===== config.mk =====
export PLATFORM = sky130hd
export DESIGN_NAME = bit_serializer
export DESIGN_NICKNAME = d
export VERILOG_FILES = /design/src/rtl/bit_serializer_pkg.sv /design/src/rtl/bit_counter.sv /design/src/rtl/bit_serializer.sv
export SDC_FILE = /design/constraint.sdc
export NUM_CORES = 1
export LEC_CHECK = 0
export ABC_AREA = 1
export CAP_MARGIN = 20
export CORE_MARGIN = 2
export CORE_UTILIZATION = 44
export CTS_CLUSTER_SIZE = 16
export DETAILED_ROUTE_END_ITERATION = 10
export PLACE_DENSITY = 0.81
export SYNTH_ARGS = -nofsm -noshare
export SYNTH_HDL_FRONTEND = slang
export SYNTH_SLANG_ARGS = --single-unit
export TNS_END_PERCENT = 50

===== constraint.sdc =====
create_clock -name clk -period 1.7 [get_ports clk]
set_input_delay 0.17 -clock clk [delete_from_list [all_inputs] [get_ports clk]]
set_output_delay 0.17 -clock clk [all_outputs]
set_load 0.02 [all_outputs]

===== src/rtl/bit_serializer_pkg.sv =====
// Shared encodings for the serializer and the downstream sequence detector.
// Also holds the legal WIDTH bounds and the counter width helper.
package bit_serializer_pkg;

  typedef enum logic {
    SER_IDLE  = 1'b0,
    SER_SHIFT = 1'b1
  } ser_state_e;

  // Detector states: number of consecutive 1s seen so far on the serial line.
  typedef enum logic [1:0] {
    DET_S0 = 2'd0,
    DET_S1 = 2'd1,
    DET_S2 = 2'd2,
    DET_S3 = 2'd3
  } det_state_e;

  localparam int unsigned SER_WIDTH_MIN = 2;
  localparam int unsigned SER_WIDTH_MAX = 32;

  function automatic int unsigned cnt_width(input int unsigned w);
    return (w <= 2) ? 1 : $clog2(w);
  endfunction

endpackage


===== src/rtl/bit_counter.sv =====
// Bit index counter 0..WIDTH-1, wraps to 0 after the last index.
// Clear wins over increment; last_o flags index WIDTH-1 from registered state.
module bit_counter
  import bit_serializer_pkg::*;
#(
  parameter int unsigned WIDTH = 8,
  localparam int unsigned CW   = cnt_width(WIDTH)
) (
  input  logic          clk,
  input  logic          rst,
  input  logic          inc_i,
  input  logic          clr_i,
  output logic [CW-1:0] cnt_o,
  output logic          last_o
);

  localparam logic [CW-1:0] LAST_IDX = CW'(WIDTH - 1);

  logic [CW-1:0] cnt_q, cnt_d;

  always_comb begin
    cnt_d = cnt_q;
    if (clr_i) begin
      cnt_d = '0;
    end else if (inc_i) begin
      cnt_d = (cnt_q == LAST_IDX) ? '0 : cnt_q + 1'b1;
    end
  end

  always_ff @(posedge clk or negedge rst) begin
    if (!rst) begin
      cnt_q <= '0;
    end else begin
      cnt_q <= cnt_d;
    end
  end

  assign cnt_o  = cnt_q;
  assign last_o = (cnt_q == LAST_IDX);

endmodule


===== src/rtl/bit_serializer.sv =====
// Parallel-to-serial shifter: one clock from handshake to first bit, WIDTH bits per word.
// load_ready is high in IDLE and on the last bit, so back-to-back words stream without a bubble.
module bit_serializer
  import bit_serializer_pkg::*;
#(
  parameter int unsigned WIDTH     = 8,
  parameter bit          MSB_FIRST = 1'b0
) (
  input  logic             clk,
  input  logic             rst,
  input  logic             load_valid,
  output logic             load_ready,
  input  logic [WIDTH-1:0] data_in,
  input  logic             flush,
  output logic             out,
  output logic             out_valid,
  output logic             frame_done
);

  localparam int unsigned CW = cnt_width(WIDTH);

  ser_state_e       state_q, state_d;
  logic [WIDTH-1:0] shreg_q, shreg_d;
  logic [WIDTH-1:0] shreg_adv;
  logic [CW-1:0]    cnt;
  logic             cnt_last;
  logic             cnt_inc;
  logic             cnt_clr;
  logic             last_bit;
  logic             xfer;

  bit_counter #(
    .WIDTH (WIDTH)
  ) u_bit_counter (
    .clk    (clk),
    .rst    (rst),
    .inc_i  (cnt_inc),
    .clr_i  (cnt_clr),
    .cnt_o  (cnt),
    .last_o (cnt_last)
  );

  assign last_bit   = (state_q == SER_SHIFT) && cnt_last;
  assign load_ready = (state_q == SER_IDLE) || last_bit;
  // flush blocks the handshake even though load_ready remains asserted.
  assign xfer       = load_valid && load_ready && !flush;

  assign shreg_adv = MSB_FIRST ? {shreg_q[WIDTH-2:0], 1'b0}
                               : {1'b0, shreg_q[WIDTH-1:1]};

  always_comb begin
    state_d = state_q;
    shreg_d = shreg_q;
    cnt_inc = 1'b0;
    cnt_clr = 1'b0;
    if (flush) begin
      state_d = SER_IDLE;
      shreg_d = '0;
      cnt_clr = 1'b1;
    end else begin
      case (state_q)
        SER_IDLE: begin
          cnt_clr = 1'b1;
          if (xfer) begin
            state_d = SER_SHIFT;
            shreg_d = data_in;
          end
        end
        SER_SHIFT: begin
          cnt_inc = 1'b1;
          if (cnt_last) begin
            if (xfer) begin
              shreg_d = data_in;
            end else begin
              state_d = SER_IDLE;
              shreg_d = '0;
            end
          end else begin
            shreg_d = shreg_adv;
          end
        end
        default: begin
          state_d = SER_IDLE;
          shreg_d = '0;
          cnt_clr = 1'b1;
        end
      endcase
    end
  end

  always_ff @(posedge clk or negedge rst) begin
    if (!rst) begin
      state_q <= SER_IDLE;
      shreg_q <= '0;
    end else begin
      state_q <= state_d;
      shreg_q <= shreg_d;
    end
  end

  // Serial outputs come only from registers; the shift register is zero in IDLE.
  assign out        = MSB_FIRST ? shreg_q[WIDTH-1] : shreg_q[0];
  assign out_valid  = (state_q == SER_SHIFT);
  assign frame_done = last_bit;

endmodule

# After elaboration in Yosys (flattened, before gate mapping)
# Index checks and enable logic that the tools add are counted.
word_totals:
  reg_bits: 12
  out_inout_bits: 4
  word_cells: 29
classes:
  add_sub_neg: 1
  eq_ne: 2
  mux: 16
  n_bitwise: 1
  n_reduce_logical: 6
ops:
  columns: ["operator", "n"]
  rows:
  - ["$mux 8", 4]
  - ["$pmux 8 s2", 1]
  - ["$mux 3", 3]
  - ["$mux 1", 7]
  - ["$add 3x1->3 const B", 1]
  - ["$eq 3x3->1 const B", 1]
  - ["$logic_and 1x1->1", 3]
  - ["$ne 3x3->1 const B", 1]
  - ["$pmux 1 s2", 1]
  - ["$reduce_bool 2->1", 1]
  - ["$logic_not 1->1", 1]
  - ["$logic_or 1x1->1", 1]
  - ["$not 1->1", 1]

# Logic depth before layout (Yosys ltp)
depth:
  word_depth: 9
  depth_mapped: 7

# Hierarchy
# From an unflattened synthesis, not the netlist that was laid out.
unflattened:
  cells_unflattened: 87
  hier_area_um2: 626.9
by_module_without_submodules:
  columns: ["mod", "instances", "cells_per_inst", "area_per_inst_um2", "seq_area_each_um2"]
  rows:
  - ["bit_serializer", 1, 70, 469.2, 225.2]
  - ["bit_counter", 1, 17, 157.7, 75.1]

# Least setup slack after synthesis
# No wires, ideal clock.
synth_path:
  path_kind: "reg-to-reg"
  from: "register u_bit_counter.cnt_q[0], in the netlist u_bit_counter.cnt_o[0]"
  to: "register shreg_q[0]"
  setup_time_ps: 125
  arrival_ps: 1240
  path_slack_ps: 335
  stages_incl_launch_ff: 8
  n_path_buf: 1
  period_less_slack_ps: 1365
  path_cell_list: "dfrtp_1 -> ha_1 -> ha_1 -> inv_2 -> nand2_2 -> buf_4 -> nand3_1 -> nand3_1"
synth_via:
  elab_chain_cells: 9
synth_lines:
  columns: ["element", "line", "source"]
  rows:
  - ["start: declaration", "bit_counter.sv:19", "logic [CW-1:0] cnt_q, cnt_d;"]
  - ["start signal: assignment", "bit_counter.sv:34", "cnt_q <= cnt_d;"]
  - ["$eq 3x3->1 (*)", "bit_counter.sv:39", "assign last_o = (cnt_q == LAST_IDX);"]
  - ["$logic_and 1x1->1 (*)", "bit_serializer.sv:43", "assign last_bit = (state_q == SER_SHIFT) && cnt_last;"]
  - ["$logic_or 1x1->1 (*)", "bit_serializer.sv:44", "assign load_ready = (state_q == SER_IDLE) || last_bit;"]
  - ["via load_ready", "bit_serializer.sv:12", "output logic load_ready,"]
  - ["$logic_and 1x1->1 (*) (2 in a row)", "bit_serializer.sv:46", "assign xfer = load_valid && load_ready && !flush;"]
  - ["$mux 8", "bit_serializer.sv:72", "if (xfer) begin"]
  - ["$mux 8", "bit_serializer.sv:71", "if (cnt_last) begin"]
  - ["$pmux 8 s2", "bit_serializer.sv:61", "case (state_q)"]
  - ["$mux 8", "bit_serializer.sv:56", "if (flush) begin"]
  - ["end signal: assignment", "bit_serializer.sv:97", "shreg_q <= shreg_d;"]
  - ["end: declaration", "bit_serializer.sv:23", "logic [WIDTH-1:0] shreg_q, shreg_d;"]
# The timed path passes the listed nets; every way through them passes the cells marked *.
# A chain may end at the register's enable or synchronous reset.

# Final worst setup path
layout_path:
  from: "register u_bit_counter.cnt_q[0], in the netlist u_bit_counter.cnt_o[0]"
  to: "output port load_ready"
layout_via:
  elab_chain_cells: 3
layout_lines:
  columns: ["element", "line"]
  rows:
  - ["$eq 3x3->1", "bit_counter.sv:39"]
  - ["$logic_and 1x1->1", "bit_serializer.sv:43"]
  - ["$logic_or 1x1->1", "bit_serializer.sv:44"]
  - ["end: declaration", "bit_serializer.sv:12"]
# No other way between the ends.

==> run metrics <==
status finished, final reports clean; FFs w/ async S/R, synth 100.0%; diode count 0; fin crit share 89.34%; RSZ-0062 raised after global routing false; Net Count, Synth 76; Post-Synthesis Cells 62; Area Growth Syn to Fin 33.19%; GRT Util Overall 19.01%; CTS clock-pin slew for the worst setup and hold paths 80 ps; leakage 0.3767 nW; initial antenna violation count 0; r2r worst-path depth 7; drt via density 5.406; number of global-route vias before repair 444; Num Clock Sinks 12; pre-CTS WS 101.3 ps; post-synthesis cell type count 16; Synth area leaders dfrtp_1 51%, nand3_1 20%, nand4_1 7.5%, ha_1 4.3%, nand2_1 2.6%; #FFs+latches synth 12; first-pass GRT wire length 1.952 mm; kind of critical path reg2out; layout cells sized above 1 18.52%; Max-cap violations 0; Syn Area/Cell 9.424 um2; Overflow after GRT 0; core footprint 1269 um2; Slew Limit Headroom 64.98%; Critical Path RT 1530 ps; nets 96; Root Buffer clkbuf_4; cell accounting for the most synthesized area dfrtp_1; Core Rows 13; register area 300.3 um2; CTS tree built; Final Hold Slack 236.3 ps; Post-Route WL 1.261 mm; crit path launch type flop; reg2reg end shreg_q[5]$_DFFE_PN0P_; Syn Std Cell Area 584.3 um2; Hold Path Class in2async; share of the synthesized area in the top cell type 51.39%; worst vdd ir 0.0005527 V; Die ar. 1635 um2; reg-to-reg startpoint u_bit_counter.cnt_o[0]$_DFF_PN0_; crit path DAT 1350 ps; GPL Wtd Cong 0.7351; drt wl/cell 13.14 um; H-Tree Depth 1; Post-CTS Setup Bufs 0; Routed Antenna Nets 0; synth warn 0; area of the multi-input gates 245.2 um2; vias 519; top-count cell post-synth nand3_1; Longest Clk Path Bufs 2; Port Buffers 15; Die Y 40.44 um; Pwr Density 810.2 nW/um2; Final Skew 5.269 ps; drt first pass iters 4; worst skew pair latency 270 ps; Critical Path End Type output pin; fmax 0.6584 GHz; measured slew at the worst slew-check pin 523.7 ps; Final Worst Setup Slack 181.2 ps; Ports 16; Synth top cells by count 23 x nand3_1, 12 x dfrtp_1, 7 x nand4_1; Max Slew Vio Count 0; crit-path max FO 2; post-layout min period 1519 ps; Post-synth top flop dfrtp_1; initial core utilization 46.06%; CP startpoint u_bit_counter.cnt_o[0]$_DFF_PN0_; residual DRC count 0; Die Width 40.44 um; Setup-failing EPs final 0; setup TNS 0 ps; Final HPWL DP 912.8 um; FILL cells 115; Power Total 630.5 uW; largest net degree at the start of global routing 17; Starting DRT DRC Count 13; Seq/Total Area, Yosys 51.39%; Final Hold Fails 0; Num CTS Buffers 3; r2r setup slk 320 ps; Post-synth EDFFs 0
==> cells in the final DEF (no fill, tap or decap) <==
master / n
nand4_1: 7
nand2_1: 4
nor3_2: 1
ha_1: 2
clkbuf_8: 1
inv_1: 2
clkdlybuf4s50_1: 13
clkbuf_2: 2
nand2_2: 1
nor2_4: 1
nor2_1: 2
buf_4: 3
clkbuf_4: 3
a21oi_1: 1
nand3_1: 23
inv_2: 2
nor2_2: 1
dfrtp_1: 12
==> kinds of logic after synthesis <==
family | share of synthesized area, %
AND/OR/NAND/NOR | 36.83
flip-flops | 51.39
buffers and inverters | 6.639
adder cells (fa/ha/maj) | 4.282
AO/OA/AOI/OAI | 0.8557
==> worst max path at each step <==
stage | to | slack [ps]
4_1_cts | load_ready | 5
5_1_grt | load_ready | 110
2_1_floorplan | shreg_q[0]$_DFFE_PN0P_ | 340
3_3_place_gp | load_ready | 130
6_report | load_ready | 180
3_5_place_dp | load_ready | 100
==> critical path, stage by stage, from the launching register on <==
cell and delay [ps]:
dfrtp_1 400, ha_1 210, ha_1 200, inv_2 60, nand2_2 50, clkbuf_2 150
==> cell type report <==
class                   count  share of cell area [%]
flip-flops and latches     12                   38.59
multi-input cells          43                   31.51
repair buffers             18                   20.90
clock buffers               4                   4.662
well taps                  15                   2.412
inverters                   4                   1.929
==> repair_timing <==
item / 4_1_cts / 5_1_grt
hold buffers: 0 / 0
endpoints found under the setup margin: 2 / 2
resized for setup: 2 / 4
==> power breakdown <==
group          internal (mW)  total, mW  switching (mW)
registers              0.300      0.309         0.00973
clock network          0.130      0.227          0.0973
logic                 0.0444     0.0937          0.0493
==> registers in the layout, indices dropped and copies added, names as in the netlist <==
| signal | flops |
|---|---|
| u_bit_counter.cnt_o | 3 |
| shreg_q | 8 |
| out_valid | 1 |
==> layer usage <==
layer / global-route usage, % / vias to the layer above / routed length (um)
met4: 12.50 / 0 / 12
met3: 3.333 / 2 / 40
met2: 28.57 / 9 / 605
li1: - / 260 / -
met1: 24.66 / 248 / 601
met5: 0 / - / 0
==> stage by stage <==
stage          instances  area (um2)  util [%]
6_report              96       778.2     61.34
5_1_grt               96       778.2     61.34
4_1_cts               96       785.8     61.93
3_5_place_dp          92       752.0     59.27
3_3_place_gp          92       752.0     59.27
2_1_floorplan         62       584.3         -
Power figures use the tool's default switching activity.
